`config.mk`:
```
export PLATFORM = sky130hd
export DESIGN_NAME = otter_tmr_cntr
export DESIGN_NICKNAME = d
export VERILOG_FILES = /design/src/rtl/otter_tmr_cntr.sv
export SDC_FILE = /design/constraint.sdc
export NUM_CORES = 1
export LEC_CHECK = 0
export ABC_AREA = 1
export ABC_CLOCK_PERIOD_IN_PS = 4200
export CAP_MARGIN = 25
export CORE_UTILIZATION = 57
export CTS_CLUSTER_DIAMETER = 100
export DETAILED_ROUTE_END_ITERATION = 12
export PLACE_DENSITY = 0.94
export SLEW_MARGIN = 15
export SYNTH_ARGS = -nofsm -noshare
export SYNTH_HDL_FRONTEND = slang
export SYNTH_SLANG_ARGS = --single-unit
```
`constraint.sdc`:
```
create_clock -name CLK -period 4.2 [get_ports CLK]
set_input_delay 0.84 -clock CLK [delete_from_list [all_inputs] [get_ports CLK]]
set_output_delay 0.84 -clock CLK [all_outputs]
set_load 0.05 [all_outputs]
```
`src/rtl/otter_tmr_cntr.sv`:
```
// otter_tmr_cntr: programmable down-counting timer on the OTTER I/O bus.
// It decodes its own CSR and reload/count write ports from the bus. A
// power-of-two prescaler drives the count, and the timer raises a one-cycle
// interrupt pulse on terminal count.
// Ports:
//   CLK, RESET  - system clock; synchronous active-high reset
//   IOBUS_ADDR  - bus address from the MCU
//   IOBUS_OUT   - bus write data from the MCU
//   IOBUS_WR    - bus write strobe, one cycle per store
//   CNT_OUT     - live counter value
//   TC_DONE     - sticky flag: a one-shot run reached zero
//   TC_INTR     - interrupt pulse, one CLK wide
// CSR layout: [0] EN, [1] AR, [2] IE, [5:3] PS, [7:6] reserved.
module otter_tmr_cntr #(
    parameter logic [31:0] CSR_ADDR = 32'h1100D000,
    parameter logic [31:0] CNT_ADDR = 32'h1100D004,
    parameter int unsigned WIDTH    = 32
) (
    input  logic             CLK,
    input  logic             RESET,
    input  logic [31:0]      IOBUS_ADDR,
    input  logic [31:0]      IOBUS_OUT,
    input  logic             IOBUS_WR,
    output logic [WIDTH-1:0] CNT_OUT,
    output logic             TC_DONE,
    output logic             TC_INTR
);

    localparam int unsigned PSCL_W = 7;
    localparam int unsigned CSR_W  = 8;

    logic [CSR_W-1:0]  r_csr;
    logic [WIDTH-1:0]  r_reload;
    logic [WIDTH-1:0]  r_count;
    logic [PSCL_W-1:0] r_pscl;
    logic              r_done;
    logic              r_intr;

    logic              w_csr_wr;
    logic              w_cnt_wr;
    logic              w_en;
    logic              w_ar;
    logic              w_ie;
    logic [2:0]        w_ps;
    logic [PSCL_W-1:0] w_pscl_max;
    logic              w_tick;
    logic              w_term;
    logic              w_unused_rsvd;

    // Write decode: exact address match only.
    assign w_csr_wr = IOBUS_WR && (IOBUS_ADDR == CSR_ADDR);
    assign w_cnt_wr = IOBUS_WR && (IOBUS_ADDR == CNT_ADDR);

    assign w_en = r_csr[0];
    assign w_ar = r_csr[1];
    assign w_ie = r_csr[2];
    assign w_ps = r_csr[5:3];

    // Reserved CSR bits are stored as written but have no effect.
    assign w_unused_rsvd = ^r_csr[7:6];

    // The prescaler terminal value is 2^PS - 1. The 8-bit intermediate keeps PS=7 exact.
    assign w_pscl_max = PSCL_W'((8'd1 << w_ps) - 8'd1);
    assign w_tick     = w_en && (r_pscl == w_pscl_max);
    assign w_term     = w_tick && (r_count == WIDTH'(1));

    // Register update. Bus writes override any tick in the same cycle.
    always_ff @(posedge CLK) begin
        if (RESET) begin
            r_csr    <= '0;
            r_reload <= '0;
            r_count  <= '0;
            r_pscl   <= '0;
            r_done   <= 1'b0;
            r_intr   <= 1'b0;
        end else begin
            r_intr <= 1'b0;
            if (w_cnt_wr) begin
                r_reload <= WIDTH'(IOBUS_OUT);
                r_count  <= WIDTH'(IOBUS_OUT);
                r_pscl   <= '0;
                r_done   <= 1'b0;
            end else if (w_csr_wr) begin
                r_csr  <= IOBUS_OUT[CSR_W-1:0];
                r_pscl <= '0;
                r_done <= 1'b0;
            end else if (w_en) begin
                r_pscl <= w_tick ? '0 : r_pscl + PSCL_W'(1);
                if (w_tick) begin
                    // A count of zero never wraps, so only a count of one is a terminal event.
                    if (r_count > WIDTH'(1)) begin
                        r_count <= r_count - WIDTH'(1);
                    end else if (w_term) begin
                        if (w_ar) begin
                            r_count <= r_reload;
                        end else begin
                            r_count <= '0;
                            r_done  <= 1'b1;
                        end
                        r_intr <= w_ie;
                    end
                end
            end else begin
                r_pscl <= '0;
            end
        end
    end

    assign CNT_OUT = r_count;
    assign TC_DONE = r_done;
    assign TC_INTR = r_intr;

endmodule

```
# ---- Yosys cells after proc, flatten, opt, wreduce, memory -nomap -nowiden
# Index checks and enable logic that the tools add are counted.
dict set report word_totals {
  elab_cells 42
  ff_bits 79
  inputBits 67
}
dict set report op_classes {
  n_reduce_logical 13
  add_sub_neg 3
  n_eq_ne 5
  bitwise 6
  order_cmp 1
  shifts 1
  mux 7
}
# op n
set ops {}
lappend ops {{32-bit 2-to-1 mux} 7}
lappend ops {{32-bit by 29-bit == test with 1-bit output (second input constant)} 2}
lappend ops {{32-bit by 1-bit == test with 1-bit output (second input constant)} 1}
lappend ops {{32-bit by 1-bit greater-than comparator with 1-bit output (second input constant)} 1}
lappend ops {{32-bit by 1-bit subtractor with 32-bit output (second input constant)} 1}
lappend ops {{7-bit by 1-bit adder with 7-bit output (second input constant)} 1}
lappend ops {{7-bit == test} 1}
lappend ops {{7-bit OR reduction} 1}
lappend ops {{1-bit by 3-bit << shifter with 7-bit output (first input constant)} 1}
lappend ops {{7-bit by 1-bit subtractor with 7-bit output (second input constant)} 1}
lappend ops {{1-bit inverter} 6}
lappend ops {{5-bit AND reduction} 1}
lappend ops {{5-bit OR reduction} 1}
lappend ops {{1-bit logical AND} 4}
lappend ops {{4-bit AND reduction} 1}
lappend ops {{2-bit nonzero test} 2}
lappend ops {{3-bit nonzero test} 1}
lappend ops {{3-bit OR reduction} 1}
lappend ops {{2-bit by 1-bit inequality test with 1-bit output (second input constant)} 1}
lappend ops {{2-bit AND reduction} 1}

# ---- Logic depth before layout (Yosys ltp)
# Gate-level depths: netlist of the first run.
dict set report logic_depth {
  ltp_word 11
  depth_mapped 16
  mapped_depth_nobuf 15
}

# ---- Worst setup path after synthesis of the first run
# OpenSTA, ideal clock, no wires.
dict set report synth_timing {
  path_kind {reg2reg}
  start {register r_count[0], in the netlist CNT_OUT[0]}
  end {register r_count[22], in the netlist CNT_OUT[22]}
  stages_incl_launch_ff 14
  path_buffers 1
  setup_ns 0.111
  required_ns 4.089
  arrival_time_ns 2.070
  synth_period_minus_slack_ns 2.181
  setup_slack_ns 2.019
  cell_sequence {dfxtp_1 inv_1 ha_1 nand2_2 nor2_4 nand2_1 nor2_1 nand2_1 nand4_4 nand2_4 inv_4 buf_12 nor2_1 nor2_1}
}
dict set report synth_between {
  elab_chain_cells 6
}
# element line_no
set synth_rtl {}
lappend synth_rtl {{start: declaration} 34} ;# logic [WIDTH-1:0] r_count;
lappend synth_rtl {{start signal: assignment} 80} ;# r_count <= WIDTH'(IOBUS_OUT);
lappend synth_rtl {{start signal: assignment} 92} ;# r_count <= r_count - WIDTH'(1);
lappend synth_rtl {{start signal: assignment} 95} ;# r_count <= r_reload;
lappend synth_rtl {{32-bit by 1-bit subtractor with 32-bit output / 32-bit by 1-bit greater-than comparator with 1-bit output (equally long branches)} {92, 91}}
lappend synth_rtl {{32-bit 2-to-1 mux} 91} ;# if (r_count > WIDTH'(1)) begin
lappend synth_rtl {{32-bit 2-to-1 mux} 89} ;# if (w_tick) begin
lappend synth_rtl {{32-bit 2-to-1 mux} 87} ;# end else if (w_en) begin
lappend synth_rtl {{32-bit 2-to-1 mux} 83} ;# end else if (w_csr_wr) begin
lappend synth_rtl {{32-bit 2-to-1 mux} 78} ;# if (w_cnt_wr) begin
# Parallel ways exist; a longest one is shown, timed or not. The select of a mux whose other input is x is not followed.
# A chain may end at the register's enable or synchronous reset.

# ---- Worst setup path in the final report of the first run
dict set report layout_timing {
  start {input IOBUS_WR}
  end {register r_count[27], in the netlist CNT_OUT[27]}
}
dict set report layout_between {
  elab_chain_cells 3
}
# element line_no
set layout_rtl {}
lappend layout_rtl {{start: declaration} 23} ;# input logic IOBUS_WR,
lappend layout_rtl {{1-bit logical AND, on equally long branches} {51, 52}}
lappend layout_rtl {{2-bit by 1-bit inequality test with 1-bit output (no line) (tied with other cells)} --}
lappend layout_rtl {{4-bit AND reduction (no line)} --}
# Parallel ways exist; a longest one is shown, timed or not.

==> impl_metrics.tcl, run 1 <==
set metrics [dict create \
    outcome "finished, violations left" \
    violations "design-rule violations" \
    hpwl_microns 11100 \
    coreArea_sq_um 8850 \
    antenna_left 0 \
    cp-end-kind "flop" \
    grt_pass1_wl_microns 26000 \
    cts_tree "done" \
    drv_slew 0 \
    dr.pass1.iters 10 \
    crit_buf_inv 3 \
    syn_area_sq_um 5260 \
    num_rows 34 \
    synth_area_per_cell_sq_um 5.86 \
    synth_top_cell_by_area "dfxtp_1" \
    filler_cell_count 763 \
    area_growth_pct 23.3 \
    num_antenna_cells 0 \
    antenna_found_initial 0 \
    r2r_cells 13 \
    final.min_clock_period_ns 2.94 \
    synth_top_flop_cell "dfxtp_1" \
    worst_pin_slew_ns 0.783 \
    wirelength_microns 15400 \
    ys_warn_count 0 \
    met2_usage 0.556 \
    p_total_mw 1.50 \
    fin_util 0.733 \
    slowest_stage "clkdlybuf4s50_1" \
    htreeDepth 3 \
    cp_top_family "simple AND/OR/NAND/NOR gates" \
    peakVddDrop_mv 0.192 \
    cp_common_cell "nor2_1" \
    ctsResizeCount 0 \
    fin_hold_ws_ns 0.460 \
    cp-endpoint "CNT_OUT[27]" \
    vias 6072 \
    routedWlPerCell_microns 14.1 \
    dr.first_iter.drc_count 475 \
    syn_inst 898 \
    hold_violations 0 \
    critical_path_class "in2reg" \
    grt_overflow 0 \
    fin_skew_ns 0.0157 \
    met1_usage 0.436 \
    yosysTopAreaCellShare 0.301 \
    critPathLaunch "IOBUS_WR" \
    min_path_type "reg2reg" \
    cts-buffers-inserted 9 \
    synthArstFlopShare 0 \
    crit_chain "clkdlybuf4s50_1, inv_1, nor2_2, nand3_1, nor2_1, nand2_1, nor2_2, nor2_1, nand4_4, nand2_4, inv_4, nor2_1, nor2_1" \
    final-setup-viol-count 0 \
    grt_setup_unrepaired "no" \
    relSlewSlack 0.477 \
    tns_ns 0 \
    startpoint_type "input pin" \
    gr-usage-met3 0.0415 \
    r2r_end "CNT_OUT[12]" \
    grt_usage 0.332 \
    power.leakage_nw 3.22 \
    ys_seq_area_frac 0.301 \
    cellPowerDensity_nw_per_um2 231 \
    clock_latency_ns 0.37 \
    clock-sinks 79 \
    drc 6 \
    min_period_over_period 0.700 \
    max_stage_delay_ns 0.48 \
    critPathRequiredTime_ns 4.49 \
    port-buffer-count 100 \
    design.die.area_sq_um 9620 \
    grt_pass1_vias 5590 \
    path_depth 13 \
    initial_utilization 0.595 \
    synth_edf_count 0 \
    postCtsSetupBuffers 0 \
    viasPerCell 5.54 \
    reg2reg_slack_ns 1.38 \
    clock-root-buffer "clkbuf_8" \
    final_nets 1055 \
    syn-num-nets 969 \
    cp.arrival_ns 3.23 \
    placed_cell_area_sq_um 6260 \
    place_congestion 0.977 \
    clkSlewWorstSetupHoldPaths_ns 0.09 \
    drive_above_1_share 0.0597 \
    ios 101 \
    synth.distinct_cells 37 \
    synth_area_leaders "dfxtp_1 30%, nand2_1 24%, nor2_1 11%, nand3_1 9.2%, a21oi_1 4.4%" \
    synth-seq-cells 79 \
    grt_max_degree 58 \
    final_cell_area_sq_um 6480 \
    grt.busiest_layer "met2" \
    clock_path_buffers 2 \
    cp_max_fo 33 \
    reg2reg_from "r_csr[4]" \
    fmax_mhz 340 \
    die_h_microns 98.1 \
    hold_buffers 0 \
    max_cap_violations 0 \
    die_w_microns 98.1 \
]
metal layers:
| metal | routed length [microns] | vias up | share of wire |
|---|---|---|---|
| li1 | - | 3011 | - |
| met1 | 6650 | 2698 | 0.43 |
| met2 | 7250 | 334 | 0.47 |
| met3 | 1250 | 29 | 0.081 |
| met4 | 275 | 0 | 0.018 |
| met5 | 0 | - | 0 |
per-stage QoR:
stage / cells / setup WS [ns]
6_report: 1097 / 1.26
5_1_grt: 1097 / 1.09
4_1_cts: 1097 / 1.32
3_5_place_dp: 1081 / 0.984
3_3_place_gp: 1081 / 1.00
2_1_floorplan: 898 / 2.02
logic make-up (layout without fill, tap and decap cells):
family,after synthesis,in the layout,share of synthesized area
AOI/OAI and AO/OA,64,64,0.0628
xor gates and xnor gates,17,17,0.0283
adders and majority gates,4,4,0.00951
buffers and inverters,101,192,0.0847
DFF,79,79,0.301
and+or+nand+nor,633,633,0.514
sequential cells by signal, summed over array words and instances (netlist names):
register  flops
CNT_OUT      32
TC_DONE       1
TC_INTR       1
r_csr         6
r_pscl        7
r_reload     32
report_power, final:
group          switching (mW)  leakage [nW]  total [mW]  internal [mW]
logic                  0.0333          2.48      0.0931         0.0599
registers      0.000000000199         0.636       0.748          0.748
clock network           0.319         0.104       0.659          0.340
total                   0.352          3.22        1.50           1.15
tightest hold or removal path: stages, from the launching register on:
cell,delay (ns)
dfxtp_1,0.32
nand3_1,0.07
nor2_1,0.04
cell usage in the layout (no fill, tap or decap), drive strengths merged, types with 10 or more instances in the layout:
master           n
nor2           168
o21ai           14
a21oi           46
clkdlybuf4s50  100
nand4           15
nand2          336
inv             69
xor2            15
nand3           98
dfxtp           79
clkbuf          10
cell usage after synthesis, types with 2 or more instances:
master / instances
dfxtp_1: 79
nor3_1: 4
inv_1: 58
xnor2_1: 2
inv_2: 7
nand2_1: 330
nand2_2: 2
o21ai_0: 12
inv_4: 2
nand3_1: 97
a21oi_1: 46
buf_2: 9
xor2_1: 15
nor2_4: 2
nand3b_1: 6
nand2_4: 3
o21ai_1: 2
clkbuf_1: 14
nand4_1: 14
nor3b_1: 2
clkinv_1: 3
nor2_1: 148
nor2_2: 18
buf_1: 2
ha_1: 4
a211oi_1: 3
buf_6: 4
final cells by class:
cell class | count | area, sq um | share of cell area
tap | 108 | 135 | 0.0208
timing repair buffer | 106 | 1050 | 0.161
sequential | 79 | 1580 | 0.244
inverter | 70 | 268 | 0.0413
clock buffer | 10 | 128 | 0.0197
clock inverter | 6 | 92.6 | 0.0143
multi-input combinational | 718 | 3230 | 0.499
worst min-delay path by stage:
stage | start | endpoint | cells past startpoint
2_1_floorplan | r_reload[30] | r_reload[30] | 2
3_3_place_gp | r_reload[30] | r_reload[30] | 2
3_5_place_dp | r_reload[30] | r_reload[30] | 2
4_1_cts | r_csr[2] | TC_INTR | 2
5_1_grt | r_csr[2] | TC_INTR | 2
6_report | r_csr[2] | TC_INTR | 2
(Power assumes the default switching activity.)
==> run 2, diff against run 1 <==
ABC_CLOCK_PERIOD_IN_PS = 2500   (was 4200)
CORE_UTILIZATION = 48   (was 57)
PLACE_DENSITY = 0.85   (was 0.94)
clock period = 2.5 ns   (was 4.2 ns; I/O delays follow)
==> run 2 against run 1 <==
  * The run now ends clean
  * Non-clock buffer count rose by 16
  * Cell count increased by 3.9%
  * Sequential share of layout area shrank 0.71 points
  * Flip-flop and latch count unchanged
  * Critical endpoint is now CNT_OUT[22]
==> impl_metrics.tcl, run 2 (synthesized netlist as in run 1, its figures left out) <==
set metrics [dict create \
    antenna_left 0 \
    design.die.area_sq_um 11400 \
    gr-usage-met3 0.0304 \
    met2_usage 0.478 \
    initial_utilization 0.503 \
    postCtsSetupBuffers 0 \
    final_cell_area_sq_um 6680 \
    antenna_found_initial 0 \
    area_growth_pct 26.9 \
    final-setup-viol-count 0 \
    cp-end-kind "flop" \
    placed_cell_area_sq_um 6430 \
    die_w_microns 107 \
    critical_path_class "reg2reg" \
    grt_setup_unrepaired "no" \
    met1_usage 0.371 \
    max_stage_delay_ns 0.37 \
    relSlewSlack 0.618 \
    reg2reg_from "r_csr[4]" \
    cellPowerDensity_nw_per_um2 391 \
    drv_slew 0 \
    outcome "completed" \
    dr.first_iter.drc_count 507 \
    fin_hold_ws_ns 0.467 \
    die_h_microns 107 \
    cts_tree "done" \
    clock_latency_ns 0.37 \
    num_antenna_cells 0 \
    grt.busiest_layer "met2" \
    hold_buffers 0 \
    final_nets 1071 \
    hold_violations 0 \
    grt_pass1_wl_microns 25900 \
    crit_buf_inv 1 \
    place_congestion 1.01 \
    tns_ns 0 \
    routedWlPerCell_microns 13.7 \
    ios 101 \
    max_cap_violations 0 \
    cp_top_family "simple AND/OR/NAND/NOR gates" \
    cp.arrival_ns 2.59 \
    critPathRequiredTime_ns 2.80 \
    final_cell_mix "330 x nand2_1, 148 x nor2_1, 100 x clkdlybuf4s50_1, 97 x nand3_1, 79 x dfxtp_1" \
    min_from "r_reload[6]" \
    clock_path_buffers 2 \
    final.min_clock_period_ns 2.28 \
    drc 0 \
    ctsResizeCount 0 \
    num_rows 37 \
    hpwl_microns 11600 \
    cp_common_cell "nor2_1" \
    min_period_over_period 0.912 \
    grt_pass1_vias 5605 \
    power.leakage_nw 3.31 \
    crit_chain "nor2_2, nand2_1, ha_1, or2_2, nand3_1, nor2_1, nand3_1, nor2_4, nand4_4, nand2_4, inv_4, nor2_1, nor2_1" \
    dr.pass1.iters 5 \
    grt_overflow 0 \
    final_common_cell "nand2_1" \
    cp_max_fo 26 \
    min_path_type "reg2reg" \
    cts-buffers-inserted 9 \
    grt_max_degree 43 \
    worst_pin_slew_ns 0.572 \
    vias 5988 \
    slowest_stage "dfxtp_1" \
    critPathLaunch "r_csr[4]" \
    clock-root-buffer "clkbuf_8" \
    startpoint_type "flop" \
    clkSlewWorstSetupHoldPaths_ns 0.09 \
    fin_skew_ns 0.0137 \
    fmax_mhz 439 \
    drive_above_1_share 0.0757 \
    port-buffer-count 100 \
    p_total_mw 2.61 \
    wirelength_microns 15700 \
    peakVddDrop_mv 0.272 \
    grt_usage 0.284 \
    coreArea_sq_um 10500 \
    htreeDepth 3 \
    clock-sinks 79 \
    viasPerCell 5.25 \
]
run 2: cell types whose count changed in the layout (fill, tap and decap cells not counted), sizes merged:
cell,change
clkinvlp,-1
clkinv,+1
buf,+16
bufinv,+1
inv,-2
run 2: final timing paths:
path,end,slack (ns),cells past startpoint
hold reg to reg,r_reload[6],0.47,2
setup reg to reg,CNT_OUT[22],0.22,13
hold / removal,r_reload[6],0.47,2
setup / recovery,CNT_OUT[22],0.22,13
run 2: power breakdown:
part	switching [mW]	total (mW)	internal [mW]	leakage, nW
sequential	0.000000000366	1.26	1.26	0.636
clock	0.508	1.19	0.687	0.119
combinational	0.0560	0.157	0.101	2.56
run 2: area by class of cell:
class	count	area, sq um
fill	1014	3780
clock buffer	10	138
timing repair buffer	122	1180
tap	136	170
sequential	79	1580
clock inverter	5	106
inverter	70	268
multi-input combinational	718	3240
run 2: stage by stage:
stage	util	setup WS, ns	cells
2_1_floorplan	-	0.319	898
3_3_place_gp	0.615	0.126	1125
3_5_place_dp	0.615	0.0943	1125
4_1_cts	0.638	0.206	1140
5_1_grt	0.638	0.0189	1140
6_report	0.638	0.220	1140
run 2: metal layers:
layer,up-vias,wire (microns)
met2,227,7290
met3,23,1120
li1,3044,-
met1,2694,6960
met4,0,292
met5,-,0
run 2: worst reg2reg max path, stage by stage, from the launching register on:
cell and delay [ns]:
dfxtp_1 0.37, nor2_2 0.19, nand2_1 0.08, ha_1 0.31
or2_2 0.27, nand3_1 0.07, nor2_1 0.04, nand3_1 0.11
nor2_4 0.07, nand4_4 0.10, nand2_4 0.10, inv_4 0.29
nor2_1 0.11, nor2_1 0.11
==> run 3, diff against run 2 <==
PLACE_DENSITY = 0.77   (was 0.85)
==> run 3 against run 2 <==
  * Clock skew about the same
  * Via count down 1.2%
  * Non-clock buffer count rose by 2
  * First-iteration DRC count decreased by 41%
  * Clock power decreased by 16%
  * Combinational power about the same
  * Core utilization up 0.25 points
  * Count of clock-buffer cells in the layout down 1
  * Global-route usage down 0.13 points
  * Critical path depth stayed put
  * Sequential power hardly changed
  * Cell count grew 0.26%
  * Critical path type unchanged
  * Critical endpoint is now CNT_OUT[13]
  * Largest cell class unchanged
==> impl_metrics.tcl, run 3 (synthesized netlist as in run 1, its figures left out) <==
set metrics [dict create \
    outcome "completed" \
    placed_cell_area_sq_um 6500 \
    drive_above_1_share 0.0785 \
    routedWlPerCell_microns 13.5 \
    fmax_mhz 448 \
    final_nets 1073 \
    hold_violations 0 \
    worst_pin_slew_ns 0.503 \
    r2r_end "CNT_OUT[13]" \
    critPathLaunch "CNT_OUT[0]" \
    clkSlewWorstSetupHoldPaths_ns 0.08 \
    critical_path_class "reg2reg" \
    die_w_microns 107 \
    ios 101 \
    antenna_found_initial 0 \
    dp_cells 1127 \
    port-buffer-count 100 \
    cp-end-kind "flop" \
    swShare 0.241 \
    vias 5915 \
    tns_ns 0 \
    final_cell_area_sq_um 6710 \
    place_congestion 0.948 \
    p_int_mw 1.83 \
    fin_skew_ns 0.0141 \
    initial_utilization 0.503 \
    grt_max_degree 49 \
    coreArea_sq_um 10500 \
    pwr-share-clk 0.415 \
    die_h_microns 107 \
    final_common_cell "nand2_1" \
    drc 0 \
    cp.arrival_ns 2.53 \
    reg2reg_from "CNT_OUT[0]" \
    final-setup-viol-count 0 \
    clock-sinks 79 \
    instances_no_fill 1143 \
    netSwitchingPower_mw 0.582 \
    cts_tree "done" \
    hold_buffers 0 \
    reg2reg_slack_ns 0.27 \
    grt_setup_unrepaired "no" \
    hpwl_microns 11500 \
    power.leakage_nw 3.33 \
    antenna_left 0 \
    grt_usage 0.283 \
    cellPowerDensity_nw_per_um2 360 \
    drv_slew 0 \
    min_path_type "reg2reg" \
    peakVddDrop_mv 0.269 \
    cp_max_fo 14 \
    final.min_clock_period_ns 2.23 \
    clock-root-buffer "clkbuf_8" \
    area_growth_pct 27.4 \
    dr.pass1.iters 5 \
    viasPerCell 5.17 \
    grt_pass1_vias 5403 \
    wirelength_microns 15400 \
    r2r_cells 13 \
    htreeDepth 3 \
    clock_path_buffers 2 \
    max_cap_violations 0 \
    num_antenna_cells 0 \
    cp-endpoint "CNT_OUT[13]" \
    startpoint_type "flop" \
    p_seq_frac 0.521 \
    p_total_mw 2.41 \
    design.die.area_sq_um 11400 \
    critPathRequiredTime_ns 2.80 \
    relSlewSlack 0.664 \
    p_comb_frac 0.064 \
    cts-buffers-inserted 9 \
    num_rows 37 \
    final_cell_mix "330 x nand2_1, 148 x nor2_1, 100 x clkdlybuf4s50_1, 97 x nand3_1, 78 x dfxtp_1" \
    min_period_over_period 0.892 \
    grt_overflow 0 \
    grt_pass1_wl_microns 25700 \
    clock_latency_ns 0.37 \
    dr.first_iter.drc_count 297 \
]
## run 3: through the flow
step / hold WS [ns] / util / worst slack (ns)
3_3_place_gp: 0.452 / 0.621 / 0.131
2_1_floorplan: 0.428 / - / 0.319
4_1_cts: 0.468 / 0.640 / 0.271
6_report: 0.467 / 0.641 / 0.269
3_5_place_dp: 0.455 / 0.621 / 0.141
5_1_grt: 0.486 / 0.641 / 0.0133
## run 3: critical path: stages, from the launching register on
cell     delay (ns)
dfxtp_1        0.36
inv_1          0.12
ha_1           0.29
nand2_2        0.16
nor2_4         0.20
nand2_1        0.16
nor2_1         0.13
nand2_1        0.11
nand4_4        0.15
nand2_4        0.10
inv_4          0.09
buf_12         0.14
nor2_1         0.05
nor2_1         0.08
## run 3: cell type report
type                            instances  area, sq um
Inverter                               70          268
Tap cell                              136          170
Multi-Input combinational cell        718         3240
Sequential cell                        79         1580
Timing Repair Buffer                  124         1240
Clock buffer                            9          124
Fill cell                            1025         3760
Clock inverter                          7         77.6
## run 3: power by group through the flow
stage	sequential, mW	combinational (mW)	clock (mW)
after floorplan	1.29	0.0313	0
after global placement	1.29	0.153	0
after detailed placement	1.29	0.154	0
after CTS	1.26	0.155	1.01
after global routing	1.26	0.168	1.07
final	1.26	0.155	1.00
## run 3: timing repair
item | CTS | global route
hold endpoints to repair | 0 | 0
setup endpoints to repair | 0 | 1
setup buffers | 0 | 0
resized for setup | 0 | 2
## run 3: worst min path at each step
stage / startpoint / endpoint / depth (start not counted)
finish: r_reload[4] / r_reload[4] / 2
detailed placement: r_reload[4] / r_reload[4] / 2
global placement: r_reload[0] / r_reload[0] / 2
global route: r_reload[4] / r_reload[4] / 2
CTS: r_reload[4] / r_reload[4] / 2
floorplan: r_reload[30] / r_reload[30] / 2
## run 3: per-layer routing
layer	vias up	share of wire	track usage
li1	3055	-	-
met1	2631	0.46	0.384
met2	196	0.46	0.459
met3	33	0.059	0.0371
met4	0	0.020	0.102
met5	-	0	0
